`config.mk`:
```
export PLATFORM = sky130hd
export DESIGN_NAME = fetch_sequencer_flat
export DESIGN_NICKNAME = d
export VERILOG_FILES = /design/src/rtl/fetch_sequencer_if.sv /design/src/rtl/fetch_sequencer.sv /design/src/flat_wrapper.sv
export SDC_FILE = /design/constraint.sdc
export NUM_CORES = 1
export LEC_CHECK = 0
export BUFFER_PORTS_ARGS = -buffer_cell sky130_fd_sc_hd__buf_4
export CORE_MARGIN = 5
export CORE_UTILIZATION = 50
export CTS_BUF_LIST = sky130_fd_sc_hd__clkbuf_4 sky130_fd_sc_hd__clkbuf_8
export DETAILED_ROUTE_END_ITERATION = 8
export GPL_TIMING_DRIVEN = 0
export MAX_ROUTING_LAYER = met4
export PLACE_DENSITY = 0.84
export RECOVER_POWER = 100
export SETUP_SLACK_MARGIN = 0.5
export SLEW_MARGIN = 15
export SYNTH_ARGS = -nofsm -noshare
export SYNTH_HDL_FRONTEND = slang
export SYNTH_SLANG_ARGS = --single-unit
```
`constraint.sdc`:
```
create_clock -name clk -period 4.71 [get_ports clk]
set_clock_uncertainty 0.2 [all_clocks]
set_input_delay 0.471 -clock clk [delete_from_list [all_inputs] [get_ports clk]]
set_output_delay 0.471 -clock clk [all_outputs]
set_load 0.1 [all_outputs]
```
`src/rtl/fetch_sequencer_if.sv`:
```
// Fetch sequencer bus: instruction-memory port, decode handoff and control/status.
// The sequencer owns the master side.
interface fetch_sequencer_if #(
  parameter int unsigned ADDR_W  = 16,
  parameter int unsigned INSTR_W = 32
);
  logic               imem_req;
  logic [ADDR_W-1:0]  imem_addr;
  logic               imem_ack;
  logic [INSTR_W-1:0] imem_rdata;
  logic               instr_valid;
  logic [INSTR_W-1:0] instr;
  logic [ADDR_W-1:0]  instr_pc;
  logic               instr_ready;
  logic               branch_taken;
  logic [ADDR_W-1:0]  branch_target;
  logic               halt;
  logic               resume;
  logic [ADDR_W-1:0]  pc;
  logic               halted;
  logic               fetch_err;
  logic               misalign_err;

  modport master (
    output imem_req, imem_addr, instr_valid, instr, instr_pc, pc, halted, fetch_err, misalign_err,
    input  imem_ack, imem_rdata, instr_ready, branch_taken, branch_target, halt, resume
  );

  modport slave (
    input  imem_req, imem_addr, instr_valid, instr, instr_pc, pc, halted, fetch_err, misalign_err,
    output imem_ack, imem_rdata, instr_ready, branch_taken, branch_target, halt, resume
  );
endinterface

```
`src/rtl/fetch_sequencer.sv`:
```
// Program-counter sequencer: fetches from instruction memory, hands each instruction
// to decode, and applies redirects, halts and fetch-timeout / misalignment flags.
module fetch_sequencer #(
  parameter int unsigned       ADDR_W   = 16,
  parameter int unsigned       INSTR_W  = 32,
  parameter logic [ADDR_W-1:0] RESET_PC = '0,
  parameter int unsigned       PC_STEP  = 4,
  parameter int unsigned       TIMEOUT  = 15
) (
  input  logic               clk,
  input  logic               rst_n,
  fetch_sequencer_if.master  bus
);
  localparam int unsigned CNT_W = $clog2(TIMEOUT + 1);

  localparam logic [1:0] S_IDLE  = 2'd0;
  localparam logic [1:0] S_FETCH = 2'd1;
  localparam logic [1:0] S_ISSUE = 2'd2;
  localparam logic [1:0] S_HALT  = 2'd3;

  logic [1:0]         state_q, state_nxt;
  logic [ADDR_W-1:0]  pc_q, pc_nxt;
  logic [ADDR_W-1:0]  instr_pc_q, instr_pc_nxt;
  logic [INSTR_W-1:0] instr_q, instr_nxt;
  logic [CNT_W-1:0]   cnt_q, cnt_nxt;
  logic               ferr_q, ferr_nxt;
  logic               merr_q, merr_nxt;
  logic               req_q, valid_q, halted_q;

  // State register
  always_ff @(posedge clk) begin
    if (!rst_n) state_q <= S_IDLE;
    else        state_q <= state_nxt;
  end

  // Next state and next datapath values
  always_comb begin
    state_nxt    = state_q;
    pc_nxt       = pc_q;
    instr_nxt    = instr_q;
    instr_pc_nxt = instr_pc_q;
    cnt_nxt      = '0;
    ferr_nxt     = ferr_q;
    merr_nxt     = merr_q;
    case (state_q)
      S_IDLE: state_nxt = S_FETCH;
      S_FETCH: begin
        // An ack arriving on the final allowed cycle still wins over the timeout
        if (bus.imem_ack) begin
          instr_nxt    = bus.imem_rdata;
          instr_pc_nxt = pc_q;
          pc_nxt       = ADDR_W'(pc_q + ADDR_W'(PC_STEP));
          state_nxt    = S_ISSUE;
        end else if (CNT_W'(cnt_q + CNT_W'(1)) == CNT_W'(TIMEOUT)) begin
          ferr_nxt  = 1'b1;
          state_nxt = S_HALT;
        end else begin
          cnt_nxt = CNT_W'(cnt_q + CNT_W'(1));
        end
      end
      S_ISSUE: begin
        if (bus.instr_ready) begin
          if (bus.branch_taken) begin
            pc_nxt = {bus.branch_target[ADDR_W-1:2], 2'b00};
            if (|bus.branch_target[1:0]) merr_nxt = 1'b1;
          end
          state_nxt = bus.halt ? S_HALT : S_FETCH;
        end
      end
      S_HALT: if (bus.resume) state_nxt = S_FETCH;
      default: state_nxt = S_IDLE;
    endcase
  end

  // Datapath and registered status outputs
  always_ff @(posedge clk) begin
    if (!rst_n) begin
      pc_q       <= RESET_PC;
      instr_q    <= '0;
      instr_pc_q <= '0;
      cnt_q      <= '0;
      ferr_q     <= 1'b0;
      merr_q     <= 1'b0;
      req_q      <= 1'b0;
      valid_q    <= 1'b0;
      halted_q   <= 1'b0;
    end else begin
      pc_q       <= pc_nxt;
      instr_q    <= instr_nxt;
      instr_pc_q <= instr_pc_nxt;
      cnt_q      <= cnt_nxt;
      ferr_q     <= ferr_nxt;
      merr_q     <= merr_nxt;
      req_q      <= (state_nxt == S_FETCH);
      valid_q    <= (state_nxt == S_ISSUE);
      halted_q   <= (state_nxt == S_HALT);
    end
  end

  assign bus.imem_req     = req_q;
  assign bus.imem_addr    = pc_q;
  assign bus.instr_valid  = valid_q;
  assign bus.instr        = instr_q;
  assign bus.instr_pc     = instr_pc_q;
  assign bus.pc           = pc_q;
  assign bus.halted       = halted_q;
  assign bus.fetch_err    = ferr_q;
  assign bus.misalign_err = merr_q;
endmodule

```
`src/flat_wrapper.sv`:
```
// flat-port wrapper written by rule: the top's interface ports become plain ports
module fetch_sequencer_flat 
#(
  parameter int unsigned       ADDR_W   = 16,
  parameter int unsigned       INSTR_W  = 32,
  parameter logic [ADDR_W-1:0] RESET_PC = '0,
  parameter int unsigned       PC_STEP  = 4,
  parameter int unsigned       TIMEOUT  = 15
)
  (clk, rst_n, bus_imem_req, bus_imem_addr, bus_instr_valid, bus_instr, bus_instr_pc, bus_pc, bus_halted, bus_fetch_err, bus_misalign_err, bus_imem_ack, bus_imem_rdata, bus_instr_ready, bus_branch_taken, bus_branch_target, bus_halt, bus_resume);
  fetch_sequencer_if #(.ADDR_W(ADDR_W), .INSTR_W(INSTR_W)) bus_i ();
  input  logic clk;
  input  logic rst_n;
  output wire logic [$bits(bus_i.imem_req)-1:0] bus_imem_req;
  output wire logic [$bits(bus_i.imem_addr)-1:0] bus_imem_addr;
  output wire logic [$bits(bus_i.instr_valid)-1:0] bus_instr_valid;
  output wire logic [$bits(bus_i.instr)-1:0] bus_instr;
  output wire logic [$bits(bus_i.instr_pc)-1:0] bus_instr_pc;
  output wire logic [$bits(bus_i.pc)-1:0] bus_pc;
  output wire logic [$bits(bus_i.halted)-1:0] bus_halted;
  output wire logic [$bits(bus_i.fetch_err)-1:0] bus_fetch_err;
  output wire logic [$bits(bus_i.misalign_err)-1:0] bus_misalign_err;
  input wire logic [$bits(bus_i.imem_ack)-1:0] bus_imem_ack;
  input wire logic [$bits(bus_i.imem_rdata)-1:0] bus_imem_rdata;
  input wire logic [$bits(bus_i.instr_ready)-1:0] bus_instr_ready;
  input wire logic [$bits(bus_i.branch_taken)-1:0] bus_branch_taken;
  input wire logic [$bits(bus_i.branch_target)-1:0] bus_branch_target;
  input wire logic [$bits(bus_i.halt)-1:0] bus_halt;
  input wire logic [$bits(bus_i.resume)-1:0] bus_resume;
  assign bus_imem_req = bus_i.imem_req;
  assign bus_imem_addr = bus_i.imem_addr;
  assign bus_instr_valid = bus_i.instr_valid;
  assign bus_instr = bus_i.instr;
  assign bus_instr_pc = bus_i.instr_pc;
  assign bus_pc = bus_i.pc;
  assign bus_halted = bus_i.halted;
  assign bus_fetch_err = bus_i.fetch_err;
  assign bus_misalign_err = bus_i.misalign_err;
  assign bus_i.imem_ack = bus_imem_ack;
  assign bus_i.imem_rdata = bus_imem_rdata;
  assign bus_i.instr_ready = bus_instr_ready;
  assign bus_i.branch_taken = bus_branch_taken;
  assign bus_i.branch_target = bus_branch_target;
  assign bus_i.halt = bus_halt;
  assign bus_i.resume = bus_resume;
  fetch_sequencer #(.ADDR_W(ADDR_W), .INSTR_W(INSTR_W), .RESET_PC(RESET_PC), .PC_STEP(PC_STEP), .TIMEOUT(TIMEOUT)) u_core (.clk(clk), .rst_n(rst_n), .bus(bus_i));
endmodule
```
== Yosys cells after proc, flatten, opt, wreduce, memory -nomap -nowiden ==
Index checks and enable logic that the tools add are counted.
Storage, ports and cells
  register bits after elaboration: 75
  input port bits: 55
  output and inout bits: 85
Operators by class
  add/sub/neg operators: 2
  equal/unequal tests: 10
  muxes and demuxes: 10
  bitwise logic cells: 3
  reduce and logical (&&, ||, !) cells: 8
Operators with widths (number)
  two-way mux 16 bit: 3
  case mux 16 bit (2 select lines): 1
  adder 16 x 3 -> 16 bit (second input constant): 1
  two-way mux 2 bit: 5
  equality test 2 bit (second input constant): 4
  case mux 2 bit (4 select lines): 1
  AND reduction 4 bit: 2
  inequality test 2 bit (second input constant): 3
  adder 4 x 1 -> 4 bit (second input constant): 1
  equality test 2 x 1 -> 1 bit (second input constant): 2
  equality test 4 bit (second input constant): 1
  OR reduction 4 bit: 1
  NOT 1 bit: 3
  AND reduction 3 bit: 1
  zero test 2 bit: 1
  AND reduction 2 bit: 1
  nonzero test 2 bit: 1
  OR reduction 2 bit: 1

== Depth between registers and ports, before layout ==
Gate-level depths: netlist of run 1.
  depth in word-level cells: 6
  depth in mapped cells: 7
  gate-level depth less buffers: 5

== Least setup slack after synthesis of run 1 ==
OpenSTA, ideal clock, no wires.
  path kind: flip-flop to flip-flop
  start: reg u_core.pc_q[2] (netlist: u_core.bus.imem_addr[2])
  end: reg u_core.pc_q[12] (netlist: u_core.bus.imem_addr[12])
  data arrival time: 2128 ps
  required time: 4376 ps
  slack: 2248 ps
  cell stages (with the launch flop): 7
  buffers on the path: 1
  clock period less this slack: 2462 ps
  cells stage by stage: dfxtp_1 ha_1 and4_1 clkbuf_1 nand3_1 mux2i_1 a31oi_1
On the way
  word-level cells in the longest chain between the ends: 3
RTL lines
  start, declared: RTL line fetch_sequencer.sv:22  | logic [ADDR_W-1:0] pc_q, pc_nxt;
  start signal, assigned: RTL line fetch_sequencer.sv:88  | pc_q <= pc_nxt;
  adder 16 x 3 -> 16 bit: RTL line fetch_sequencer.sv:52  | pc_nxt = ADDR_W'(pc_q + ADDR_W'(PC_STEP));
  two-way mux 16 bit: RTL line fetch_sequencer.sv:49  | if (bus.imem_ack) begin
  case mux 16 bit (2 select lines): RTL line fetch_sequencer.sv:45  | case (state_q)
Every way passes these cells. The select of a mux whose other input is x is not followed.
A chain may end at the register's enable or synchronous reset.

== Worst setup path in the final report of run 1 ==
  start: reg u_core.pc_q[4] (netlist: u_core.bus.imem_addr[4])
  end: out bus_pc[4]
RTL lines
  end, declared: RTL line flat_wrapper.sv:19  | output wire logic [$bits(bus_i.pc)-1:0] bus_pc;
No word-level cell between the ends.

==> reports/metrics.yaml, run 1 <==
setup_path:
  worstPathCellList: "buf_4, clkbuf_1"
  start_kind: "flip-flop"
  critPathMaxStageDelay_ns: 0.85
  arrival_ns: 1.90
  critical_path_class: "reg -> out"
  slowest_stage: "clkbuf_1"
  path_max_fanout: 10
  crit_required_ns: 4.04
  crit_path_end_kind: "primary output"
clock_network:
  clock_latency_ns: 0.33
  ctsHoldBuffers: 0
  cts_tree: "built"
  ctsHtreeMaxLevel: 3
  clockBufferDepth: 2
  clk_pin_slew_worst_paths_ns: 0.08
  cts_buffers: 9
  cts_resized: 0
  root_buffer: "clkbuf_8"
  post_cts_buffers: 0
  clock_sinks: 71
cells_and_area:
  area_growth_pct: 31.0
  diodes: 0
  drive_gt1_share_pct: 19.4
  multiInputGateArea_um2: 1410
  finalNonFillerCells: 623
  regArea_um2: 1420
  final_util_pct: 66.1
  nFillCells: 618
  design.final.nets: 599
route:
  drt-total-wl_um: 9220
  drt-pass1-iter-count: 6
  via_count: 3256
  viasPerCell: 5.23
  drt_iter0_markers: 260
  postRouteAntennaNets: 0
  drcViolationCount: 0
  wl_per_cell_um: 14.8
global_routing:
  grt_overflow: 0
  track_usage_pct: 23.3
  grt_start_max_net_pins: 13
  antenna_found_initial: 0
  grt_pass1_vias: 2890
  grt_pass1_wl_um: 13900
floorplan:
  die_h_um: 89.3
  die-area_um2: 7980
  io_pins: 140
  die_width_um: 89.3
  start_util_pct: 50.4
  rows: 29
  fp.coreArea_um2: 6240
sta:
  slew_headroom_pct: 19.6
  finalSetupViolCount: 0
  slew_violations: 0
  rsz0062_at_grt: "no"
  fin_setup_tns_ns: 0
  final.min_clock_period_ns: 2.57
  worst_pin_slew_ns: 1.21
  period_share_pct: 54.5
  max_freq_ghz: 0.389
  timing.final.hold_violations: 0
pwr:
  powerDensity_nw_per_um2: 364
  vdd_drop_max_mv: 0.239
  leakage_nw: 1.60
synthesis:
  yosys_warnings: 0
  synth_cells: 393
  syn_avg_cell_area_um2: 8.01
  syn_area_um2: 3150
  async_reset_ff_share_pct: 0
  synth-seq-cells: 71
  yosysSeqAreaShare_pct: 45.2
  synth_cell_types: 53
  synth_edf_count: 0
  synthFlopType: "dfxtp_1"
run_status:
  status: "finished clean"
place:
  gp_congestion: 0.880
  dp_hpwl_um: 6830
  dp.cells: 607
  portBuffers: 132
run:
  drv_cap: 0
worst_hold_path:
  hp-class: "in -> reg"
-- registers in the layout, summed over array words and instances (netlist names) --
register / count
u_core.bus.instr: 32
u_core.bus.imem_addr: 14
u_core.bus.instr_pc: 14
u_core.cnt_q: 4
u_core.state_q: 2
u_core.bus.fetch_err: 1
u_core.bus.halted: 1
u_core.bus.imem_req: 1
u_core.bus.instr_valid: 1
u_core.bus.misalign_err: 1
-- power by group --
group | switching, W | total (W) | internal [W]
sequential | 0.0000184 | 0.000641 | 0.000623
clock | 0.000232 | 0.000497 | 0.000265
combinational | 0.000286 | 0.000361 | 0.0000759
-- worst paths after layout --
kind | slack, ns | cells after the start | start | endpoint
setup / recovery | 2.14 | 2 | u_core.bus.imem_addr[4] | bus_pc[4]
hold / removal | 0.17 | 3 | bus_imem_rdata[4] | u_core.bus.instr[4]
setup reg to reg | 2.36 | 6 | u_core.state_q[0] | u_core.bus.instr[15]
hold reg to reg | 0.26 | 2 | u_core.bus.instr[19] | u_core.bus.instr[19]
-- kinds of logic (layout without fill, tap and decap cells) --
group           Yosys count  after routing  share of synthesized area (%)
simple gates            171            171                           25.2
compound gates           90             90                           16.8
flops                    71             71                           45.2
buf+inv                  52            200                           10.0
fa+ha+maj                 3              3                           1.19
mux                       3              3                          0.954
xor+xnor                  2              2                          0.557
other cells               1              6                          0.119
-- critical path: cells and delay by family (launching register included) --
family   cells  cell delay (ns)
buf+inv      2             1.02
flops        1             0.54
-- Yosys cell counts, types with 2 or more instances --
cell / count / area, um^2
nand2_1: 101 / 379
dfxtp_1: 71 / 1420
a21oi_1: 58 / 290
buf_4: 24 / 180
nor2_1: 19 / 71.3
buf_2: 11 / 55.1
clkbuf_1: 9 / 33.8
nand3_1: 9 / 45.0
o21ai_0: 9 / 45.0
and2_1: 8 / 50.1
nand4_1: 8 / 50.1
nor3_1: 5 / 25.0
a31oi_1: 4 / 25.0
ha_1: 3 / 37.5
inv_1: 3 / 11.3
mux2i_1: 3 / 30.0
nor4_1: 3 / 18.8
a211oi_1: 2 / 15.0
a21boi_0: 2 / 15.0
and3_1: 2 / 12.5
and4_1: 2 / 17.5
buf_6: 2 / 22.5
nand2b_1: 2 / 12.5
nand4b_1: 2 / 17.5
nor3_2: 2 / 20.0
o2bb2ai_1: 2 / 17.5
-- layout make-up --
class,count,area share [%]
Inverter,5,0.455
Multi-Input combinational cell,275,34.2
Buffer,47,6.77
Timing Repair Buffer,132,16.8
Tap cell,77,2.34
Clock buffer,11,3.52
Clock inverter,5,1.37
Sequential cell,71,34.5
-- metrics by stage --
stage / power [W] / hold slack [ns] / setup slack (ns) / area [um^2]
finish: 0.00150 / 0.173 / 2.14 / 4120
global route: 0.00156 / 0.165 / 2.07 / 4120
CTS: 0.00153 / 0.157 / 2.72 / 4450
detailed placement: 0.00104 / 0.247 / 2.62 / 4250
global placement: 0.00104 / 0.243 / 2.67 / 4250
floorplan: 0.000939 / 0.246 / 2.25 / 3170
-- layout by cell type (no fill, tap or decap), types with 2 or more instances in the layout --
| cell | n |
|---|---|
| buf_4 | 73 |
| conb_1 | 6 |
| inv_1 | 4 |
| and2_1 | 7 |
| nand2b_1 | 2 |
| o2bb2ai_1 | 2 |
| nand4b_1 | 2 |
| a21boi_0 | 2 |
| buf_2 | 9 |
| nand3_1 | 9 |
| o21ai_0 | 9 |
| a31oi_1 | 4 |
| mux2i_1 | 3 |
| clkinv_2 | 2 |
| nor4_1 | 3 |
| nor2_1 | 19 |
| ha_1 | 3 |
| nand2_1 | 102 |
| dfxtp_1 | 71 |
| clkbuf_1 | 94 |
| a211oi_1 | 2 |
| and3_1 | 2 |
| buf_6 | 2 |
| a21oi_1 | 58 |
| nor3_1 | 6 |
| and4_1 | 2 |
| nand4_1 | 8 |
| clkbuf_8 | 10 |
-- layer usage --
| metal | vias up | share of wire [%] | GRT usage (%) |
|---|---|---|---|
| li1 | 1609 | - | - |
| met1 | 1467 | 40 | 29.8 |
| met2 | 164 | 49 | 36.4 |
| met3 | 16 | 8.8 | 4.06 |
| met4 | 0 | 1.3 | 9.20 |
| met5 | - | 0 | - |
Note: power is estimated with default switching activity, not from simulation.
==> run 2, diff against run 1 <==
--- a/config.mk
+++ b/config.mk
@@ -5,14 +5,15 @@
 export SDC_FILE = /design/constraint.sdc
 export NUM_CORES = 1
 export LEC_CHECK = 0
+export ABC_AREA = 1
 export BUFFER_PORTS_ARGS = -buffer_cell sky130_fd_sc_hd__buf_4
 export CORE_MARGIN = 5
-export CORE_UTILIZATION = 50
+export CORE_UTILIZATION = 49
 export CTS_BUF_LIST = sky130_fd_sc_hd__clkbuf_4 sky130_fd_sc_hd__clkbuf_8
 export DETAILED_ROUTE_END_ITERATION = 8
 export GPL_TIMING_DRIVEN = 0
 export MAX_ROUTING_LAYER = met4
-export PLACE_DENSITY = 0.84
+export PLACE_DENSITY = 0.83
 export RECOVER_POWER = 100
 export SETUP_SLACK_MARGIN = 0.5
 export SLEW_MARGIN = 15
==> constraint.sdc (replaced) <==
create_clock -name clk -period 2.44 [get_ports clk]
set_clock_uncertainty 0.2 [all_clocks]
set_input_delay 0.244 -clock clk [delete_from_list [all_inputs] [get_ports clk]]
set_output_delay 0.244 -clock clk [all_outputs]
set_load 0.1 [all_outputs]
==> reports/metrics.yaml, run 2 <==
route:
  postRouteAntennaNets: 0  # unchanged
  drt-pass1-iter-count: 4  # -2
  drt_iter0_markers: 149  # -43%
  drt-total-wl_um: 9840  # +6.8%
  viasPerCell: 4.95  # -5.2%
  wl_per_cell_um: 14.2  # -4.3%
  drcViolationCount: 0  # unchanged
  via_count: 3443  # +5.7%
synthesis:
  yosysSeqAreaShare_pct: 45.5  # +0.33 points
  async_reset_ff_share_pct: 0  # unchanged
  synth_top_cell_by_area: "dfxtp_1"
  synthTopCellsByCount: "133 x nand2_1, 71 x dfxtp_1, 59 x a21oi_1"
  yosys-top-cells-area: "dfxtp_1 45%, nand2_1 16%, a21oi_1 9.5%"
  synth_cell_types: 31  # -42%
  syn_avg_cell_area_um2: 7.28  # -9.0%
  yosys_warnings: 0  # unchanged
  synth_edf_count: 0  # unchanged
  synth_most_common_cell: "nand2_1"
  syn_area_um2: 3120  # -0.72%
  synth_cells: 429  # +9.2%
  synth-seq-cells: 71  # unchanged
  synthFlopType: "dfxtp_1"
  yosysTopAreaCellShare_pct: 45.5  # +0.33 points
pwr:
  vdd_drop_max_mv: 0.497  # +110%
  leakage_nw: 1.92  # +20%
  powerDensity_nw_per_um2: 707  # +94%
global_routing:
  grt_busiest_layer: "met2"
  grt_overflow: 0  # unchanged
  globalRouteMet2Util_pct: 40.4  # +4.0 points
  antenna_found_initial: 0  # unchanged
  met1_usage_pct: 28.2  # -1.6 points
  track_usage_pct: 24.2  # +0.97 points
  grt_pass1_wl_um: 15800  # +14%
  grtUsageMet3_pct: 4.67  # +0.62 points
  grt_pass1_vias: 3408  # +18%
  grt_start_max_net_pins: 13  # unchanged
setup_path:
  cp-startpoint: "u_core.bus.imem_addr[5]"
  start_kind: "flip-flop"
  timing.rr.end: "u_core.bus.imem_addr[2]"
  crit_required_ns: 2.00  # -2.04 ns
  path_max_fanout: 5  # -5
  reg2reg_depth: 8  # +2
  arrival_ns: 1.68  # -0.22 ns
  worstPathCellList: "buf_4, clkbuf_1"
  crit_path_end_kind: "primary output"
  critical_path_class: "reg -> out"
  worstSetupEndpoint: "bus_pc[5]"
  slowest_stage: "clkbuf_1"
  rrSetupSlack_ns: 0.49  # -1.87 ns
  critPathMaxStageDelay_ns: 0.85  # about the same
  regToRegStartpoint: "u_core.state_q[1]"
sta:
  rsz0062_at_grt: "no"
  timing.final.hold_violations: 0  # unchanged
  slew_headroom_pct: 17.6  # -2.0 points
  finalSetupViolCount: 0  # unchanged
  holdWs_ns: 0.0320  # -0.141 ns
  fin_setup_tns_ns: 0  # unchanged
  worst_pin_slew_ns: 1.24  # +0.0297 ns
  max_freq_ghz: 0.470
  final.min_clock_period_ns: 2.13
  period_share_pct: 87.1
  slew_violations: 0  # unchanged
worst_hold_path:
  hp-class: "in -> reg"
clock_network:
  cts_tree: "built"
  clock_latency_ns: 0.34  # about the same
  clk_pin_slew_worst_paths_ns: 0.07  # about the same
  clock_sinks: 71  # unchanged
  post_cts_buffers: 0  # unchanged
  cts_buffers: 9  # unchanged
  clockBufferDepth: 2  # unchanged
  ctsHtreeMaxLevel: 3  # unchanged
  root_buffer: "clkbuf_8"
cells_and_area:
  multiInputGateArea_um2: 1350  # -4.6%
  nFillCells: 560  # -9.4%
  design.final.nets: 671  # +12%
  diodes: 0  # unchanged
  largest_reg_flops: 32  # unchanged
  final_cell_mix: "134 x nand2_1, 77 x clkbuf_1, 76 x buf_4, 60 x dfxtp_1, 59 x a21oi_1"
  drive_gt1_share_pct: 21.5  # +2.1 points
  final_common_cell: "nand2_1"
  regArea_um2: 1440  # +0.97%
  area_growth_pct: 44.8
run:
  drv_cap: 0  # unchanged
floorplan:
  start_util_pct: 49.8  # -0.65 points
  die_h_um: 89.9  # +0.58%
  die_width_um: 89.9  # +0.58%
  rows: 29  # unchanged
  io_pins: 140  # unchanged
  die-area_um2: 8070  # +1.2%
  fp.coreArea_um2: 6280  # +0.58%
place:
  dp_hpwl_um: 6930  # +1.5%
  gp_congestion: 0.916  # +4.1%
  portBuffers: 133  # +0.76%
run_status:
  status: "finished clean"
[run 2: worst min-delay path by stage]
stage / startpoint / to / cells past startpoint
final: bus_branch_target[13] / u_core.bus.imem_addr[13] / 4
after global routing: bus_branch_target[13] / u_core.bus.imem_addr[13] / 4
after CTS: bus_branch_target[13] / u_core.bus.imem_addr[13] / 4
after detailed placement: u_core.bus.instr[21] / u_core.bus.instr[21] / 2
after global placement: u_core.bus.instr[25] / u_core.bus.instr[25] / 2
after floorplan: rst_n / u_core.bus.fetch_err / 1
[run 2: layer usage]
layer | part of all wire [%] | wire (um) | vias up
met5 | 0 | 0 | -
met4 | 3.8 | 371 | 0
met3 | 5.0 | 495 | 31
met2 | 49 | 4850 | 128
met1 | 42 | 4130 | 1568
li1 | - | - | 1716
[run 2: where the power goes]
group	switching [W]	total [W]	leakage, nW	internal [W]
Combinational	0.000671	0.000868	1.22	0.000197
Sequential	0.0000402	0.00126	0.583	0.00122
Clock	0.000443	0.00107	0.112	0.000630
Total	0.00115	0.00320	1.92	0.00204
[run 2: cells by family after synthesis]
kind of cell | synth area share [%]
xor gates and xnor gates | 0.280
buffers and inverters | 11.6
DFF | 45.5
adders and majority gates | 1.20
AOI/OAI and AO/OA | 14.5
other | 0.120
and+or+nand+nor | 26.8
[run 2: repair_timing]
action                     CTS  global route
setup endpoints to repair    0             0
hold endpoints to repair    37             0
hold buffers                35             0
resized for setup            0             0
[run 2: layout make-up]
cell class | count | area share (%)
Clock inverter | 5 | 1.77
Tap cell | 77 | 2.13
Multi-Input combinational cell | 297 | 29.8
Clock buffer | 11 | 3.35
Buffer | 39 | 5.45
Sequential cell | 71 | 31.7
Timing Repair Buffer | 168 | 23.5
Inverter | 27 | 2.30
[run 2: critical path: cells and delay by family, from the launching register on]
kind,cells,cell delay (ns)
buffers and inverters,2,0.97
DFF,1,0.38
[run 2: per-stage QoR]
stage | cells | area, um^2 | setup slack, ns | total power, W | util (%)
finish | 695 | 4520 | 0.314 | 0.00320 | 72.1
global route | 695 | 4520 | 0.282 | 0.00330 | 72.1
CTS | 695 | 4830 | 0.756 | 0.00326 | 77.0
detailed placement | 644 | 4250 | 0.779 | 0.00216 | 67.7
global placement | 644 | 4250 | 0.790 | 0.00215 | 67.7
floorplan | 434 | 3160 | 0.513 | 0.00193 | -
